`src/rtl/lif_pkg.sv`:
```
// Shared types and helpers for the LIF neuron array.
package lif_pkg;

  typedef enum logic [0:0] {
    IDLE  = 1'b0,
    SWEEP = 1'b1
  } state_t;

  // Unsigned add clamped to the largest value representable in 'width' bits.
  function automatic logic [31:0] sat_add(input logic [31:0] a,
                                          input logic [31:0] b,
                                          input int unsigned width);
    logic [32:0] sum;
    logic [32:0] max;
    sum = {1'b0, a} + {1'b0, b};
    max = (33'd1 << width) - 33'd1;
    if (sum > max) begin
      sat_add = max[31:0];
    end else begin
      sat_add = sum[31:0];
    end
  endfunction

endpackage

```
`src/rtl/lif_neuron_array_if.sv`:
```
// Control, stimulus and readback bus of the LIF neuron array.
interface lif_neuron_array_if #(
  parameter int NUM_CH = 4,
  parameter int WIDTH  = 8
) ();
  localparam int CH_W = $clog2(NUM_CH);

  logic              ena;
  logic              step;
  logic              stim_valid;
  logic [CH_W-1:0]   stim_ch;
  logic [WIDTH-1:0]  stim_current;
  logic [WIDTH-1:0]  threshold;
  logic [CH_W-1:0]   vmem_sel;
  logic [WIDTH-1:0]  vmem_out;
  logic [NUM_CH-1:0] spikes;
  logic              busy;
  logic              done;

  modport master (
    output ena, step, stim_valid, stim_ch, stim_current, threshold, vmem_sel,
    input  vmem_out, spikes, busy, done
  );

  modport slave (
    input  ena, step, stim_valid, stim_ch, stim_current, threshold, vmem_sel,
    output vmem_out, spikes, busy, done
  );
endinterface

```
`src/rtl/lif_neuron_update.sv`:
```
// Combinational leak/integrate/fire step for one neuron, shared by all channels.
module lif_neuron_update
  import lif_pkg::*;
#(
  parameter int WIDTH      = 8,
  parameter int LEAK_SHIFT = 2,
  parameter int REFRACT    = 3,
  parameter int REF_W      = 2
) (
  input  logic [WIDTH-1:0] v_i,
  input  logic [WIDTH-1:0] acc_i,
  input  logic [REF_W-1:0] ref_i,
  input  logic [WIDTH-1:0] threshold_i,
  output logic [WIDTH-1:0] v_o,
  output logic [REF_W-1:0] ref_o,
  output logic             spike_o
);

  logic [WIDTH-1:0] leaked_s;
  logic [WIDTH-1:0] sum_s;

  // The leaked value never underflows, so only the integrate add needs clamping.
  assign leaked_s = v_i - (v_i >> LEAK_SHIFT);
  assign sum_s    = WIDTH'(sat_add(32'(leaked_s), 32'(acc_i), WIDTH));

  always_comb begin
    v_o     = '0;
    ref_o   = '0;
    spike_o = 1'b0;
    if (ref_i != '0) begin
      ref_o = ref_i - REF_W'(1);
    end else if (sum_s >= threshold_i) begin
      spike_o = 1'b1;
      ref_o   = REF_W'(REFRACT);
    end else begin
      v_o = sum_s;
    end
  end

endmodule

```
`src/rtl/lif_neuron_array.sv`:
```
// NUM_CH leaky integrate-and-fire neurons swept one per clock through a shared update datapath.
module lif_neuron_array
  import lif_pkg::*;
#(
  parameter int NUM_CH     = 4,
  parameter int WIDTH      = 8,
  parameter int LEAK_SHIFT = 2,
  parameter int REFRACT    = 3
) (
  input  logic            clk,
  input  logic            rst_n,
  lif_neuron_array_if.slave bus
);

  localparam int CH_W  = $clog2(NUM_CH);
  localparam int REF_W = (REFRACT > 0) ? $clog2(REFRACT + 1) : 1;
  localparam logic [CH_W-1:0] LAST_IDX = CH_W'(NUM_CH - 1);

  state_t            state_q, state_d;
  logic [CH_W-1:0]   idx_q, idx_d;
  logic              done_q, done_d;
  logic [WIDTH-1:0]  vmem_q, vmem_d;
  logic [NUM_CH-1:0] spikes_q, spikes_d;
  logic [WIDTH-1:0]  v_q   [NUM_CH];
  logic [WIDTH-1:0]  v_d   [NUM_CH];
  logic [WIDTH-1:0]  acc_q [NUM_CH];
  logic [WIDTH-1:0]  acc_d [NUM_CH];
  logic [REF_W-1:0]  ref_q [NUM_CH];
  logic [REF_W-1:0]  ref_d [NUM_CH];

  logic [WIDTH-1:0]  upd_v_s;
  logic [REF_W-1:0]  upd_ref_s;
  logic              upd_spike_s;
  logic              updating_s;

  assign updating_s = (state_q == SWEEP);

  lif_neuron_update #(
    .WIDTH      (WIDTH),
    .LEAK_SHIFT (LEAK_SHIFT),
    .REFRACT    (REFRACT),
    .REF_W      (REF_W)
  ) u_update (
    .v_i         (v_q[idx_q]),
    .acc_i       (acc_q[idx_q]),
    .ref_i       (ref_q[idx_q]),
    .threshold_i (bus.threshold),
    .v_o         (upd_v_s),
    .ref_o       (upd_ref_s),
    .spike_o     (upd_spike_s)
  );

  always_comb begin
    state_d  = state_q;
    idx_d    = idx_q;
    done_d   = 1'b0;
    vmem_d   = v_q[bus.vmem_sel];
    spikes_d = spikes_q;
    v_d      = v_q;
    acc_d    = acc_q;
    ref_d    = ref_q;

    case (state_q)
      IDLE: begin
        if (bus.step) begin
          state_d = SWEEP;
          idx_d   = '0;
        end else begin
          state_d = IDLE;
        end
      end
      SWEEP: begin
        idx_d = idx_q + CH_W'(1);
        if (idx_q == LAST_IDX) begin
          state_d = IDLE;
          done_d  = 1'b1;
        end else begin
          state_d = SWEEP;
        end
      end
      default: begin
        state_d = IDLE;
        idx_d   = '0;
      end
    endcase

    if (updating_s) begin
      v_d[idx_q]      = upd_v_s;
      ref_d[idx_q]    = upd_ref_s;
      spikes_d[idx_q] = upd_spike_s;
      acc_d[idx_q]    = '0;
    end else begin
      spikes_d = spikes_q;
    end

    // Adding onto acc_d (already cleared for the neuron being updated) makes a
    // colliding stimulus land whole in the next step.
    if (bus.stim_valid) begin
      acc_d[bus.stim_ch] = WIDTH'(sat_add(32'(acc_d[bus.stim_ch]), 32'(bus.stim_current), WIDTH));
    end else begin
      acc_d = acc_d;
    end
  end

  always_ff @(posedge clk) begin
    if (!rst_n) begin
      state_q  <= IDLE;
      idx_q    <= '0;
      done_q   <= 1'b0;
      vmem_q   <= '0;
      spikes_q <= '0;
      for (int i = 0; i < NUM_CH; i++) begin
        v_q[i]   <= '0;
        acc_q[i] <= '0;
        ref_q[i] <= '0;
      end
    end else if (bus.ena) begin
      state_q  <= state_d;
      idx_q    <= idx_d;
      done_q   <= done_d;
      vmem_q   <= vmem_d;
      spikes_q <= spikes_d;
      v_q      <= v_d;
      acc_q    <= acc_d;
      ref_q    <= ref_d;
    end
  end

  assign bus.vmem_out = vmem_q;
  assign bus.spikes   = spikes_q;
  assign bus.busy     = (state_q == SWEEP);
  assign bus.done     = done_q;

endmodule
```
`src/flat_wrapper.sv`:
```
// flat-port wrapper written by rule: the top's interface ports become plain ports
module lif_neuron_array_flat import lif_pkg::*;
#(
  parameter int NUM_CH     = 4,
  parameter int WIDTH      = 8,
  parameter int LEAK_SHIFT = 2,
  parameter int REFRACT    = 3
)
  (clk, rst_n, bus_ena, bus_step, bus_stim_valid, bus_stim_ch, bus_stim_current, bus_threshold, bus_vmem_sel, bus_vmem_out, bus_spikes, bus_busy, bus_done);
  lif_neuron_array_if #(.NUM_CH(NUM_CH), .WIDTH(WIDTH)) bus_i ();
  input  logic clk;
  input  logic rst_n;
  input wire logic [$bits(bus_i.ena)-1:0] bus_ena;
  input wire logic [$bits(bus_i.step)-1:0] bus_step;
  input wire logic [$bits(bus_i.stim_valid)-1:0] bus_stim_valid;
  input wire logic [$bits(bus_i.stim_ch)-1:0] bus_stim_ch;
  input wire logic [$bits(bus_i.stim_current)-1:0] bus_stim_current;
  input wire logic [$bits(bus_i.threshold)-1:0] bus_threshold;
  input wire logic [$bits(bus_i.vmem_sel)-1:0] bus_vmem_sel;
  output wire logic [$bits(bus_i.vmem_out)-1:0] bus_vmem_out;
  output wire logic [$bits(bus_i.spikes)-1:0] bus_spikes;
  output wire logic [$bits(bus_i.busy)-1:0] bus_busy;
  output wire logic [$bits(bus_i.done)-1:0] bus_done;
  assign bus_i.ena = bus_ena;
  assign bus_i.step = bus_step;
  assign bus_i.stim_valid = bus_stim_valid;
  assign bus_i.stim_ch = bus_stim_ch;
  assign bus_i.stim_current = bus_stim_current;
  assign bus_i.threshold = bus_threshold;
  assign bus_i.vmem_sel = bus_vmem_sel;
  assign bus_vmem_out = bus_i.vmem_out;
  assign bus_spikes = bus_i.spikes;
  assign bus_busy = bus_i.busy;
  assign bus_done = bus_i.done;
  lif_neuron_array #(.NUM_CH(NUM_CH), .WIDTH(WIDTH), .LEAK_SHIFT(LEAK_SHIFT), .REFRACT(REFRACT)) u_core (.clk(clk), .rst_n(rst_n), .bus(bus_i));
endmodule
```
`config.mk`:
```
export PLATFORM = sky130hd
export DESIGN_NAME = lif_neuron_array_flat
export DESIGN_NICKNAME = d
export VERILOG_FILES = /design/src/rtl/lif_pkg.sv /design/src/rtl/lif_neuron_array_if.sv /design/src/rtl/lif_neuron_update.sv /design/src/rtl/lif_neuron_array.sv /design/src/flat_wrapper.sv
export SDC_FILE = /design/constraint.sdc
export NUM_CORES = 1
export LEC_CHECK = 0
export BUFFER_PORTS_ARGS = -buffer_cell sky130_fd_sc_hd__buf_2
export CAP_MARGIN = 20
export CORE_MARGIN = 1.5
export CORE_UTILIZATION = 51
export CTS_CLUSTER_DIAMETER = 60
export DETAILED_ROUTE_END_ITERATION = 8
export HOLD_SLACK_MARGIN = 0.1
export PLACE_DENSITY = 0.68
export SLEW_MARGIN = 20
export SYNTH_ARGS = -nofsm -noshare
export SYNTH_HDL_FRONTEND = slang
export SYNTH_HIERARCHICAL = 1
export SYNTH_SLANG_ARGS = --single-unit
```
`constraint.sdc`:
```
create_clock -name clk -period 7.4 [get_ports clk]
set_input_delay 0.74 -clock clk [delete_from_list [all_inputs] [get_ports clk]]
set_output_delay 0.74 -clock clk [all_outputs]
set_load 0.02 [all_outputs]
```
==> results of run 1 <==
-- per-stage QoR --
stage	setup WS (ns)	hold slack (ns)	utilization, %
4_1_cts	1.35	0.468	56.7
6_report	1.32	0.463	56.7
3_5_place_dp	1.39	0.459	54.3
2_1_floorplan	2.13	0.440	-
5_1_grt	0.866	0.488	56.7
3_3_place_gp	1.44	0.451	54.3
-- cells in the final DEF, fill, tap and decap left out, types with 4 or more instances in the layout --
cell,n
sky130_fd_sc_hd__nand2_1,142
sky130_fd_sc_hd__dfxtp_1,88
sky130_fd_sc_hd__a21boi_0,45
sky130_fd_sc_hd__a21oi_1,40
sky130_fd_sc_hd__buf_2,38
sky130_fd_sc_hd__ha_1,35
sky130_fd_sc_hd__nor2_1,30
sky130_fd_sc_hd__inv_1,29
sky130_fd_sc_hd__mux4_2,26
sky130_fd_sc_hd__o21ai_0,24
sky130_fd_sc_hd__nand3_1,19
sky130_fd_sc_hd__a21o_1,17
sky130_fd_sc_hd__nor2b_1,16
sky130_fd_sc_hd__o31ai_1,11
sky130_fd_sc_hd__clkbuf_16,9
sky130_fd_sc_hd__a31oi_1,9
sky130_fd_sc_hd__a32o_1,9
sky130_fd_sc_hd__mux2i_1,8
sky130_fd_sc_hd__o21a_1,7
sky130_fd_sc_hd__a211oi_1,7
sky130_fd_sc_hd__and3_1,5
sky130_fd_sc_hd__xnor2_1,5
sky130_fd_sc_hd__nand2b_1,5
sky130_fd_sc_hd__nand3b_1,4
sky130_fd_sc_hd__a311oi_1,4
sky130_fd_sc_hd__o211ai_1,4
sky130_fd_sc_hd__nor3_1,4
sky130_fd_sc_hd__a221oi_1,4
sky130_fd_sc_hd__xor2_1,4
sky130_fd_sc_hd__or2_2,4
sky130_fd_sc_hd__buf_4,4
-- cell families (layout without fill, tap and decap cells) --
kind of cell / Yosys count / after routing / share of synthesized area [%]
AND/OR/NAND/NOR: 251 / 251 / 19.4
AO/OA/AOI/OAI: 208 / 208 / 25.5
flip-flops: 88 / 88 / 29.5
buffers and inverters: 73 / 87 / 4.82
adder cells (fa/ha/maj): 38 / 38 / 8.34
multiplexers: 34 / 34 / 11.1
XOR/XNOR: 9 / 9 / 1.32
-- tightest hold or removal path, stage by stage, from the launching register on --
cell	delay, ns
sky130_fd_sc_hd__dfxtp_1	0.31
sky130_fd_sc_hd__nand2_1	0.04
sky130_fd_sc_hd__a21boi_0	0.06
-- flip-flops by register name, indices dropped and copies added, names as in the netlist --
name                 count
u_core/bus.done          1
u_core/idx_q             2
u_core/bus.busy          1
u_core/bus.vmem_out      8
u_core/bus.spikes        4
u_core/v_q              32
u_core/ref_q             8
u_core/acc_q            32
-- where the power goes --
part	internal (µW)	leakage (µW)	switching, µW
clock	238	0.000133	190
sequential	484	0.000711	11.1
combinational	104	0.00174	172
total	825	0.00258	373
-- worst max-delay path by stage --
stage               cells past startpoint                     endpoint  slack [ns]
detailed placement                     21  u_core/v_q[31]$_SDFFE_PN0P_        1.39
global placement                       21  u_core/v_q[23]$_SDFFE_PN0P_        1.44
global route                           21   u_core/v_q[6]$_SDFFE_PN0P_        0.87
finish                                 21  u_core/v_q[31]$_SDFFE_PN0P_        1.32
CTS                                    21  u_core/v_q[31]$_SDFFE_PN0P_        1.35
floorplan                              21  u_core/v_q[10]$_SDFFE_PN0P_        2.13
-- routing by layer --
| layer | vias to the layer above | wire, µm | share of wire [%] | global-route usage (%) |
|---|---|---|---|---|
| met1 | 2656 | 7430 | 46 | 38.0 |
| met5 | - | 0 | 0 | 0 |
| met4 | 0 | 256 | 1.6 | 9.37 |
| li1 | 2566 | - | - | - |
| met3 | 21 | 1200 | 7.4 | 3.94 |
| met2 | 199 | 7290 | 45 | 41.0 |
-- area by class of cell --
class                           count  area (µm²)
Timing Repair Buffer               42         220
Clock buffer                       12         246
Clock inverter                      4        30.0
Fill cell                        1059        4950
Tap cell                          143         179
Sequential cell                    88        1760
Inverter                           29         109
Multi-Input combinational cell    540        3930
-- synth_stat cells (all sizes together), types with 5 or more instances --
cell    count
a211oi      8
a21boi     45
a21o       17
a21oi      41
a311oi      5
a31oi       9
a32o        9
and3        5
buf        10
clkbuf     34
dfxtp      88
ha         35
inv        29
mux2i       8
mux4       26
nand2     142
nand2b      5
nand3      19
nor2       30
nor2b      18
nor3        6
o211ai      5
o21a        7
o21ai      25
o31ai      11
or2         5
or3         5
xnor2       5
==> reports/metrics.csv, run 1 <==
stage,metric,value,unit
layout,final_cell_count_no_fill,858,
clocking,worst_skew_pair.late_latency,0.35,ns
hold_path,hold_depth,2,
global_routing,grt_pass1_vias,5025,
clocking,cts_root_buf,sky130_fd_sc_hd__clkbuf_16,
power,cellPowerDensity,185,nW/µm²
global_routing,grt_pass1_wl,26.2,mm
yosys,synth-warning-count,6,
floorplanning,starting_density_of_the_core,52.3,%
setup_path,cp-startpoint,u_core/idx_q[0]$_SDFFE_PN0P_,
power,vdd.ir_drop.worst,0.000153,V
detailed_routing,route.detailed.vias_per_inst,6.34,
global_routing,grt_use_total,26.6,%
clocking,numClockSinks,88,
timing,period_needed,6.08,ns
timing,rsz_0062_raised_after_global_routing,false,
hold_path,whs_endpoint,u_core/bus.spikes[2]$_SDFFE_PN0P_,
clocking,clk_path_buf_depth,2,
setup_path,worstRegToRegCells,21,
layout,antenna_cells,0,
yosys,synth_largest_area_cell,sky130_fd_sc_hd__dfxtp_1,
placement,dp_cells,842,
floorplanning,core.rowCount,39,
detailed_routing,firstDrtPassIters,5,
timing,clock_skew,0.00853,ns
outcome,run_status,"complete, no violations",
flow_run,max-cap-violations,0,
yosys,synth_enable_flop_cells,0,
timing,worst_max_slew_pin_slew,1.04,ns
placement,place_area,6190,µm²
global_routing,antenna_violations_before_repair,0,
detailed_routing,post_route_ant_nets,0,
timing,finalMaxSlewViolations,0,
timing,max_clock_freq,164,MHz
setup_path,data_arrival_time_of_the_critical_path,6.35,ns
setup_path,critPathMaxStageDelay,0.60,ns
clocking,cts.hold.buffers_added,0,
clocking,tritoncts,yes,
setup_path,timing.rr.end,u_core/v_q[31]$_SDFFE_PN0P_,
setup_path,worst_path_dominant_cell_family,compound AO/OA/AOI/OAI gates,
timing,report.final.setup_viol,0,
yosys,synth_flop_cell,sky130_fd_sc_hd__dfxtp_1,
yosys,ys_top_cells_by_area,"sky130_fd_sc_hd__dfxtp_1, sky130_fd_sc_hd__mux4_2, sky130_fd_sc_hd__nand2_1",
clocking,cts_setup_buffers,0,
timing,timing.final.crit_share,82.2,%
setup_path,setup.worst_path.class,register to register,
yosys,ys_ff_latch,88,
global_routing,maximum_number_of_pins_on_one_net_before_global_route_repair,68,
yosys,yosysUniqueCellTypes,64,
setup_path,critical_path.most_common_cell,sky130_fd_sc_hd__ha_1,
setup_path,critPathMaxFanout,10,
layout,final_nets,773,
floorplanning,core-area,11400,µm²
hold_path,min-delay-path-class,register to register,
power,p_leak,0.00258,µW
setup_path,ff2ff_setup_slack,1.32,ns
clocking,cts-resized-gates,0,
setup_path,cp.required,7.66,ns
clocking,path_clk_slew,0.06,ns
layout,postLayoutCellArea,6470,µm²
floorplanning,floorplan.die_area,12400,µm²
setup_path,endpoint_class_of_the_critical_path,register,
yosys,synthesis.nets,764,
timing,hold_violations,0,
layout,drive_above_1_share,14.4,%
detailed_routing,drc,0,
yosys,sequential_share_of_the_synthesized_area,29.5,%
yosys,synth_top_area_share,29.5,%
timing,worst_slew_margin_rel,30.8,%
setup_path,regToRegStartpoint,u_core/idx_q[0]$_SDFFE_PN0P_,
setup_path,crit_buf_inv,2,
placement,dpl.hpwl,11.7,mm
setup_path,critical_path_cell_with_the_highest_stage_delay,sky130_fd_sc_hd__dfxtp_1,
floorplanning,ios,39,
setup_path,path_cells,"buf_4, mux4_2, inv_1, ha_1, fa_1, nor2b_1, o21a_1, o21a_1, o311a_1, ha_1, a21o_1, o221a_4, nor3_1, ha_1, nand2b_1, a211oi_1, o21ai_0, a311o_1, a21oi_1, nand2_1, a21boi_0",
setup_path,startpoint_type,register,
yosys,postSynth.asyncResetShare,0,%
layout,synthToLayoutAreaGrowth,8.36,%
floorplanning,die_h,111,µm
yosys,synthCells,701,
yosys,netlist_area,5970,µm²
clocking,numCtsBuffers,9,
placement,io_buffer_count,38,
detailed_routing,dr_total_vias,5442,
hold_path,min-delay-start,u_core/bus.spikes[2]$_SDFFE_PN0P_,
detailed_routing,first_iter_violations,519,
detailed_routing,detail_route.wirelength,16.2,mm
global_routing,grt.overflow.total,0,
detailed_routing,route.detailed.wl_per_inst,18.9,µm
clocking,h-tree-depth,3,
timing,timing.setup.tns,0,ns
yosys,synth.avg_cell_area,8.52,µm²
placement,gp_congestion,0.907,
floorplanning,dieWidth,111,µm
power,design_power_total,1200,µW
No activity file was read; power rests on OpenSTA's default activity.
==> run 2: changes to the inputs <==
Clock period 7.4 ns to 5.7 ns, I/O delays scaled along.
==> reports/metrics.csv, run 2 (synthesis results as in run 1) <==
stage,metric,value,unit
clocking,tritoncts,yes,
flow_run,max-cap-violations,0,
floorplanning,core.rowCount,39,
setup_path,timing.rr.end,u_core/v_q[31]$_SDFFE_PN0P_,
setup_path,data_arrival_time_of_the_critical_path,5.71,ns
power,vdd.ir_drop.worst,0.000168,V
global_routing,grt_use_total,26.7,%
hold_path,min-delay-start,u_core/bus.spikes[3]$_SDFFE_PN0P_,
layout,postLayoutCellArea,6620,µm²
floorplanning,ios,39,
timing,timing.final.crit_share,95.5,%
placement,io_buffer_count,38,
global_routing,maximum_number_of_pins_on_one_net_before_global_route_repair,68,
timing,report.final.setup_viol,0,
clocking,clk_path_buf_depth,2,
power,cellPowerDensity,253,nW/µm²
layout,layout_common_cells,"sky130_fd_sc_hd__nand2_1, sky130_fd_sc_hd__dfxtp_1, sky130_fd_sc_hd__a21boi_0",
hold_path,whs_endpoint,u_core/bus.spikes[3]$_SDFFE_PN0P_,
detailed_routing,first_iter_violations,457,
timing,rsz_0062_raised_after_global_routing,false,
timing,worst_max_slew_pin_slew,1.03,ns
timing,finalMaxSlewViolations,0,
setup_path,path_cells,"mux4_2, ha_1, fa_1, nor2b_1, o21a_1, o21a_1, nand3_1, o311a_1, ha_1, a21o_1, o221a_4, or3_4, ha_1, a21o_1, a21oi_1, o21ai_1, a311o_2, a21oi_4, nand2_1, a21boi_0",
floorplanning,die_h,111,µm
timing,clock_skew,0.00598,ns
placement,gp_congestion,0.904,
detailed_routing,detail_route.wirelength,16.3,mm
floorplanning,starting_density_of_the_core,52.3,%
setup_path,worst_path_dominant_cell_family,compound AO/OA/AOI/OAI gates,
setup_path,ff2ff_setup_slack,0.26,ns
hold_path,hold_depth,2,
timing,period_needed,5.44,ns
layout,final_nets,777,
floorplanning,core-area,11400,µm²
power,p_leak,0.00264,µW
timing,worst_slew_margin_rel,31.3,%
setup_path,startpoint_type,register,
timing,timing.setup.tns,0,ns
global_routing,grt_pass1_wl,26.5,mm
clocking,cts.hold.buffers_added,0,
detailed_routing,post_route_ant_nets,0,
timing,hold_violations,0,
setup_path,cp.required,5.97,ns
setup_path,setup.worst_path.class,register to register,
setup_path,critical_path.most_common_cell,sky130_fd_sc_hd__ha_1,
detailed_routing,route.detailed.vias_per_inst,6.19,
setup_path,critPathMaxStageDelay,0.58,ns
placement,place_area,6220,µm²
floorplanning,floorplan.die_area,12400,µm²
detailed_routing,route.detailed.wl_per_inst,18.9,µm
setup_path,worstRegToRegCells,20,
detailed_routing,firstDrtPassIters,5,
outcome,run_status,"complete, no violations",
placement,dpl.hpwl,11.8,mm
global_routing,grt.overflow.total,0,
global_routing,antenna_violations_before_repair,0,
timing,worst_slack,0.259,ns
setup_path,crit_buf_inv,0,
clocking,numCtsBuffers,9,
clocking,h-tree-depth,3,
layout,layout_commonest_cell,sky130_fd_sc_hd__nand2_1,
clocking,worst_skew_pair.late_latency,0.34,ns
setup_path,regToRegStartpoint,u_core/idx_q[1]$_SDFFE_PN0P_,
detailed_routing,dr_total_vias,5335,
hold_path,min-delay-path-class,register to register,
global_routing,grt_pass1_vias,5056,
setup_path,endpoint_class_of_the_critical_path,register,
floorplanning,dieWidth,111,µm
layout,synthToLayoutAreaGrowth,10.9,%
clocking,path_clk_slew,0.06,ns
power,design_power_total,1680,µW
clocking,numClockSinks,88,
clocking,cts_root_buf,sky130_fd_sc_hd__clkbuf_16,
placement,post-place-ws,0.141,ns
setup_path,critPathMaxFanout,9,
detailed_routing,drc,0,
layout,drive_above_1_share,16.4,%
layout,layout_top_registers,"u_core/acc_q: 32 flops, u_core/v_q: 32 flops",
clocking,cts_setup_buffers,0,
timing,max_clock_freq,184,MHz
layout,antenna_cells,0,
setup_path,critical_path_cell_with_the_highest_stage_delay,sky130_fd_sc_hd__dfxtp_1,
[run 2: cell types whose count changed in the layout (fill, tap and decap cells not counted), sizes merged]
cell	change
clkinvlp	-1
clkbuf	-2
inv	+1
bufinv	+2
buf	+4
[run 2: how the worst max path moves through the flow]
stage / endpoint / cells past startpoint / slack [ns] / start
after floorplan: u_core/v_q[15]$_SDFFE_PN0P_ / 21 / 0.43 / u_core/idx_q[0]$_SDFFE_PN0P_
after global placement: u_core/v_q[23]$_SDFFE_PN0P_ / 21 / 0.33 / u_core/idx_q[0]$_SDFFE_PN0P_
after detailed placement: u_core/v_q[31]$_SDFFE_PN0P_ / 21 / 0.14 / u_core/idx_q[0]$_SDFFE_PN0P_
after CTS: u_core/v_q[31]$_SDFFE_PN0P_ / 21 / 0.12 / u_core/idx_q[0]$_SDFFE_PN0P_
after global routing: u_core/v_q[29]$_SDFFE_PN0P_ / 21 / 0.02 / u_core/idx_q[0]$_SDFFE_PN0P_
final: u_core/v_q[31]$_SDFFE_PN0P_ / 20 / 0.26 / u_core/idx_q[1]$_SDFFE_PN0P_
[run 2: cell type report]
| cell class | count | area (µm²) |
|---|---|---|
| Multi-Input combinational cell | 540 | 4000 |
| Clock inverter | 6 | 91.3 |
| Inverter | 29 | 109 |
| Clock buffer | 10 | 229 |
| Fill cell | 1056 | 4800 |
| Sequential cell | 88 | 1760 |
| Tap cell | 143 | 179 |
| Timing Repair Buffer | 46 | 250 |
[run 2: timing repair]
item | CTS | global route
gates resized for setup | 0 | 23
setup endpoints to repair | 0 | 36
endpoints found under the hold margin | 0 | 0
[run 2: layer usage]
metal	vias to the layer above	wire length (µm)	global-route usage [%]
met4	0	259	6.75
met2	179	7550	41.8
met3	19	1020	4.87
li1	2558	-	-
met5	-	0	0
met1	2579	7500	38.2
[run 2: power breakdown]
group          total, µW  internal (µW)  switching [µW]  leakage (µW)
registers            641            628            13.2      0.000712
clock network        638            387             252      0.000157
logic                397            151             246       0.00177
total               1680           1160             511       0.00264
[run 2: tightest hold or removal path, cell delays in order, from the launching register on]
cell                       delay (ns)
sky130_fd_sc_hd__dfxtp_1         0.31
sky130_fd_sc_hd__nand2_1         0.05
sky130_fd_sc_hd__a21boi_0        0.06
[run 2: metrics by stage]
step / util [%] / hold WS (ns) / instances
6_report: 58.0 / 0.463 / 862
3_5_place_dp: 54.5 / 0.455 / 846
2_1_floorplan: - / 0.440 / 701
4_1_cts: 57.3 / 0.464 / 862
5_1_grt: 58.0 / 0.487 / 862
3_3_place_gp: 54.5 / 0.450 / 846
==> run 3: changes to the inputs <==
Settings changed: PLACE_DENSITY 0.68 to 0.71.
Clock period 5.7 ns to 4.85 ns, I/O delays scaled along.
==> reports/metrics.csv, run 3 (synthesis results as in run 1) <==
stage,metric,value,unit
outcome,run_status,"finished, violations left",
outcome,failed_checks,negative setup slack,
detailed_routing,firstDrtPassIters,5,
timing,max_clock_freq,199,MHz
setup_path,timing.rr.end,u_core/v_q[23]$_SDFFE_PN0P_,
power,power_frac_seq,36.5,%
floorplanning,floorplan.die_area,12400,µm²
hold_path,whs_endpoint,u_core/bus.spikes[3]$_SDFFE_PN0P_,
layout,nFillCells,950,
detailed_routing,drc,0,
global_routing,antenna_violations_before_repair,0,
detailed_routing,dr_total_vias,5592,
power,p_comb_share,30.0,%
timing,worst_max_slew_pin_slew,1.01,ns
hold_path,hold_depth,2,
layout,antenna_cells,0,
layout,postLayoutCoreUtil,62.2,%
power,vdd.ir_drop.worst,0.000344,V
global_routing,grt_use_total,27.5,%
layout,layout_commonest_cell,sky130_fd_sc_hd__nand2_1,
hold_path,min-delay-path-class,register to register,
setup_path,endpoint_class_of_the_critical_path,register,
timing,hold_violations,0,
clocking,worst_skew_pair.late_latency,0.36,ns
clocking,tritoncts,yes,
clocking,numClockSinks,88,
setup_path,setup.worst_path.class,register to register,
floorplanning,core.rowCount,39,
setup_path,ff2ff_setup_slack,-0.17,ns
placement,place_area,6500,µm²
timing,clock_skew,0.0109,ns
clocking,cts.hold.buffers_added,0,
placement,post-place-ws,-0.310,ns
layout,synthToLayoutAreaGrowth,18.9,%
power,power.share.switching,32.3,%
detailed_routing,detail_route.wirelength,17.0,mm
power,cellPowerDensity,291,nW/µm²
layout,layout_common_cells,"sky130_fd_sc_hd__nand2_1, sky130_fd_sc_hd__dfxtp_1, sky130_fd_sc_hd__buf_4",
timing,worst_slack,-0.168,ns
clocking,h-tree-depth,3,
detailed_routing,route.detailed.vias_per_inst,6.20,
global_routing,grt_pass1_vias,5517,
timing,period_needed,5.02,ns
setup_path,regToRegStartpoint,u_core/idx_q[0]$_SDFFE_PN0P_,
floorplanning,ios,39,
layout,postLayoutCellArea,7100,µm²
placement,dpl.hpwl,11.9,mm
clocking,clk_path_buf_depth,2,
flow_run,max-cap-violations,0,
setup_path,data_arrival_time_of_the_critical_path,5.30,ns
detailed_routing,route.detailed.wl_per_inst,18.8,µm
power,p_leak,0.00286,µW
detailed_routing,post_route_ant_nets,0,
detailed_routing,first_iter_violations,551,
layout,final_nets,817,
timing,timing.final.crit_share,103,%
setup_path,critPathMaxFanout,8,
power,power_switching,667,µW
floorplanning,die_h,111,µm
power,share_clk_of_total_power,33.4,%
hold_path,min-delay-start,u_core/bus.spikes[3]$_SDFFE_PN0P_,
clocking,path_clk_slew,0.06,ns
power,intPower,1400,µW
setup_path,startpoint_type,register,
placement,gp_congestion,0.875,
setup_path,worstRegToRegCells,21,
floorplanning,starting_density_of_the_core,52.3,%
global_routing,grt.overflow.total,0,
timing,worst_slew_margin_rel,32.5,%
floorplanning,core-area,11400,µm²
layout,drive_above_1_share,24.4,%
setup_path,cp-startpoint,u_core/idx_q[0]$_SDFFE_PN0P_,
clocking,numCtsBuffers,9,
setup_path,cp.required,5.13,ns
global_routing,maximum_number_of_pins_on_one_net_before_global_route_repair,68,
timing,rsz_0062_raised_after_global_routing,true,
timing,report.final.setup_viol,40,
layout,layout_top_registers,"u_core/acc_q: 32 flops, u_core/v_q: 32 flops",
clocking,cts_root_buf,sky130_fd_sc_hd__clkbuf_16,
placement,io_buffer_count,38,
global_routing,grt_pass1_wl,27.4,mm
floorplanning,dieWidth,111,µm
timing,finalMaxSlewViolations,0,
==> run 3: cell count changes in the layout (fill, tap and decap cells not counted), sizes merged <==
cell and change:
bufinv -2, clkbuf +1, buf +40, clkinvlp +2, clkinv -1
==> run 3: critical path: stages, from the launching register on <==
cell and delay, ns:
sky130_fd_sc_hd__dfxtp_4 0.42, sky130_fd_sc_hd__mux4_2 0.59, sky130_fd_sc_hd__ha_4 0.20, sky130_fd_sc_hd__fa_2 0.34
sky130_fd_sc_hd__nor2b_1 0.14, sky130_fd_sc_hd__o21a_1 0.16, sky130_fd_sc_hd__o21a_1 0.17, sky130_fd_sc_hd__nand3_1 0.09
sky130_fd_sc_hd__o311a_1 0.16, sky130_fd_sc_hd__ha_4 0.17, sky130_fd_sc_hd__or3_4 0.32, sky130_fd_sc_hd__o221a_4 0.27
sky130_fd_sc_hd__or3_4 0.36, sky130_fd_sc_hd__ha_4 0.22, sky130_fd_sc_hd__a21o_1 0.17, sky130_fd_sc_hd__a21oi_2 0.16
sky130_fd_sc_hd__o21ai_2 0.09, sky130_fd_sc_hd__a311o_2 0.35, sky130_fd_sc_hd__buf_12 0.17, sky130_fd_sc_hd__a21oi_4 0.18
sky130_fd_sc_hd__nand2_1 0.08, sky130_fd_sc_hd__a21boi_1 0.13
==> run 3: layout make-up <==
cell class                 count  area [µm²]  area share (%)
clock buffer                  11         254            3.58
tap                          143         179            2.52
clock inverter                 5        37.5           0.528
inverter                      29         109            1.53
timing repair buffer          86         567            7.98
sequential                    88        1770            24.9
multi-input combinational    540        4190            59.0
==> run 3: power by group through the flow <==
stage	Sequential, µW	Clock, µW	Combinational, µW
floorplan	764	0	330
global placement	768	0	459
detailed placement	770	0	476
CTS	753	697	572
global route	756	729	661
finish	754	690	619
==> run 3: worst max-delay path by stage <==
stage | depth (start not counted) | slack, ns | to
2_1_floorplan | 21 | 0.004 | u_core/v_q[14]$_SDFFE_PN0P_
3_3_place_gp | 20 | -0.16 | u_core/v_q[17]$_SDFFE_PN0P_
3_5_place_dp | 20 | -0.31 | u_core/v_q[15]$_SDFFE_PN0P_
4_1_cts | 21 | -0.22 | u_core/v_q[18]$_SDFFE_PN0P_
5_1_grt | 21 | -0.33 | u_core/v_q[25]$_SDFFE_PN0P_
6_report | 21 | -0.17 | u_core/v_q[23]$_SDFFE_PN0P_
==> run 3: metal layers <==
layer  vias up  track usage [%]  wire [µm]
li1       2648                -          -
met1      2708             35.3       7340
met2       201             44.7       8140
met3        35             5.52       1010
met4         0             13.0        459
met5         -                0          0
==> run 3: per-stage QoR <==
stage	cells	power [µW]	setup TNS (ns)	hold WS, ns
6_report	902	2060	-4.43	0.453
5_1_grt	902	2150	-10.92	0.474
4_1_cts	898	2020	-5.72	0.458
3_5_place_dp	875	1250	-10.94	0.458
3_3_place_gp	875	1230	-4.74	0.451
2_1_floorplan	701	1090	0	0.440
==> run 3: repair_timing <==
action / CTS / global route
resized for setup: 51 / 32
buffers inserted: 7 / 5
hold endpoints to repair: 0 / 0
pin swaps: 6 / 25
setup endpoints to repair: 44 / 44
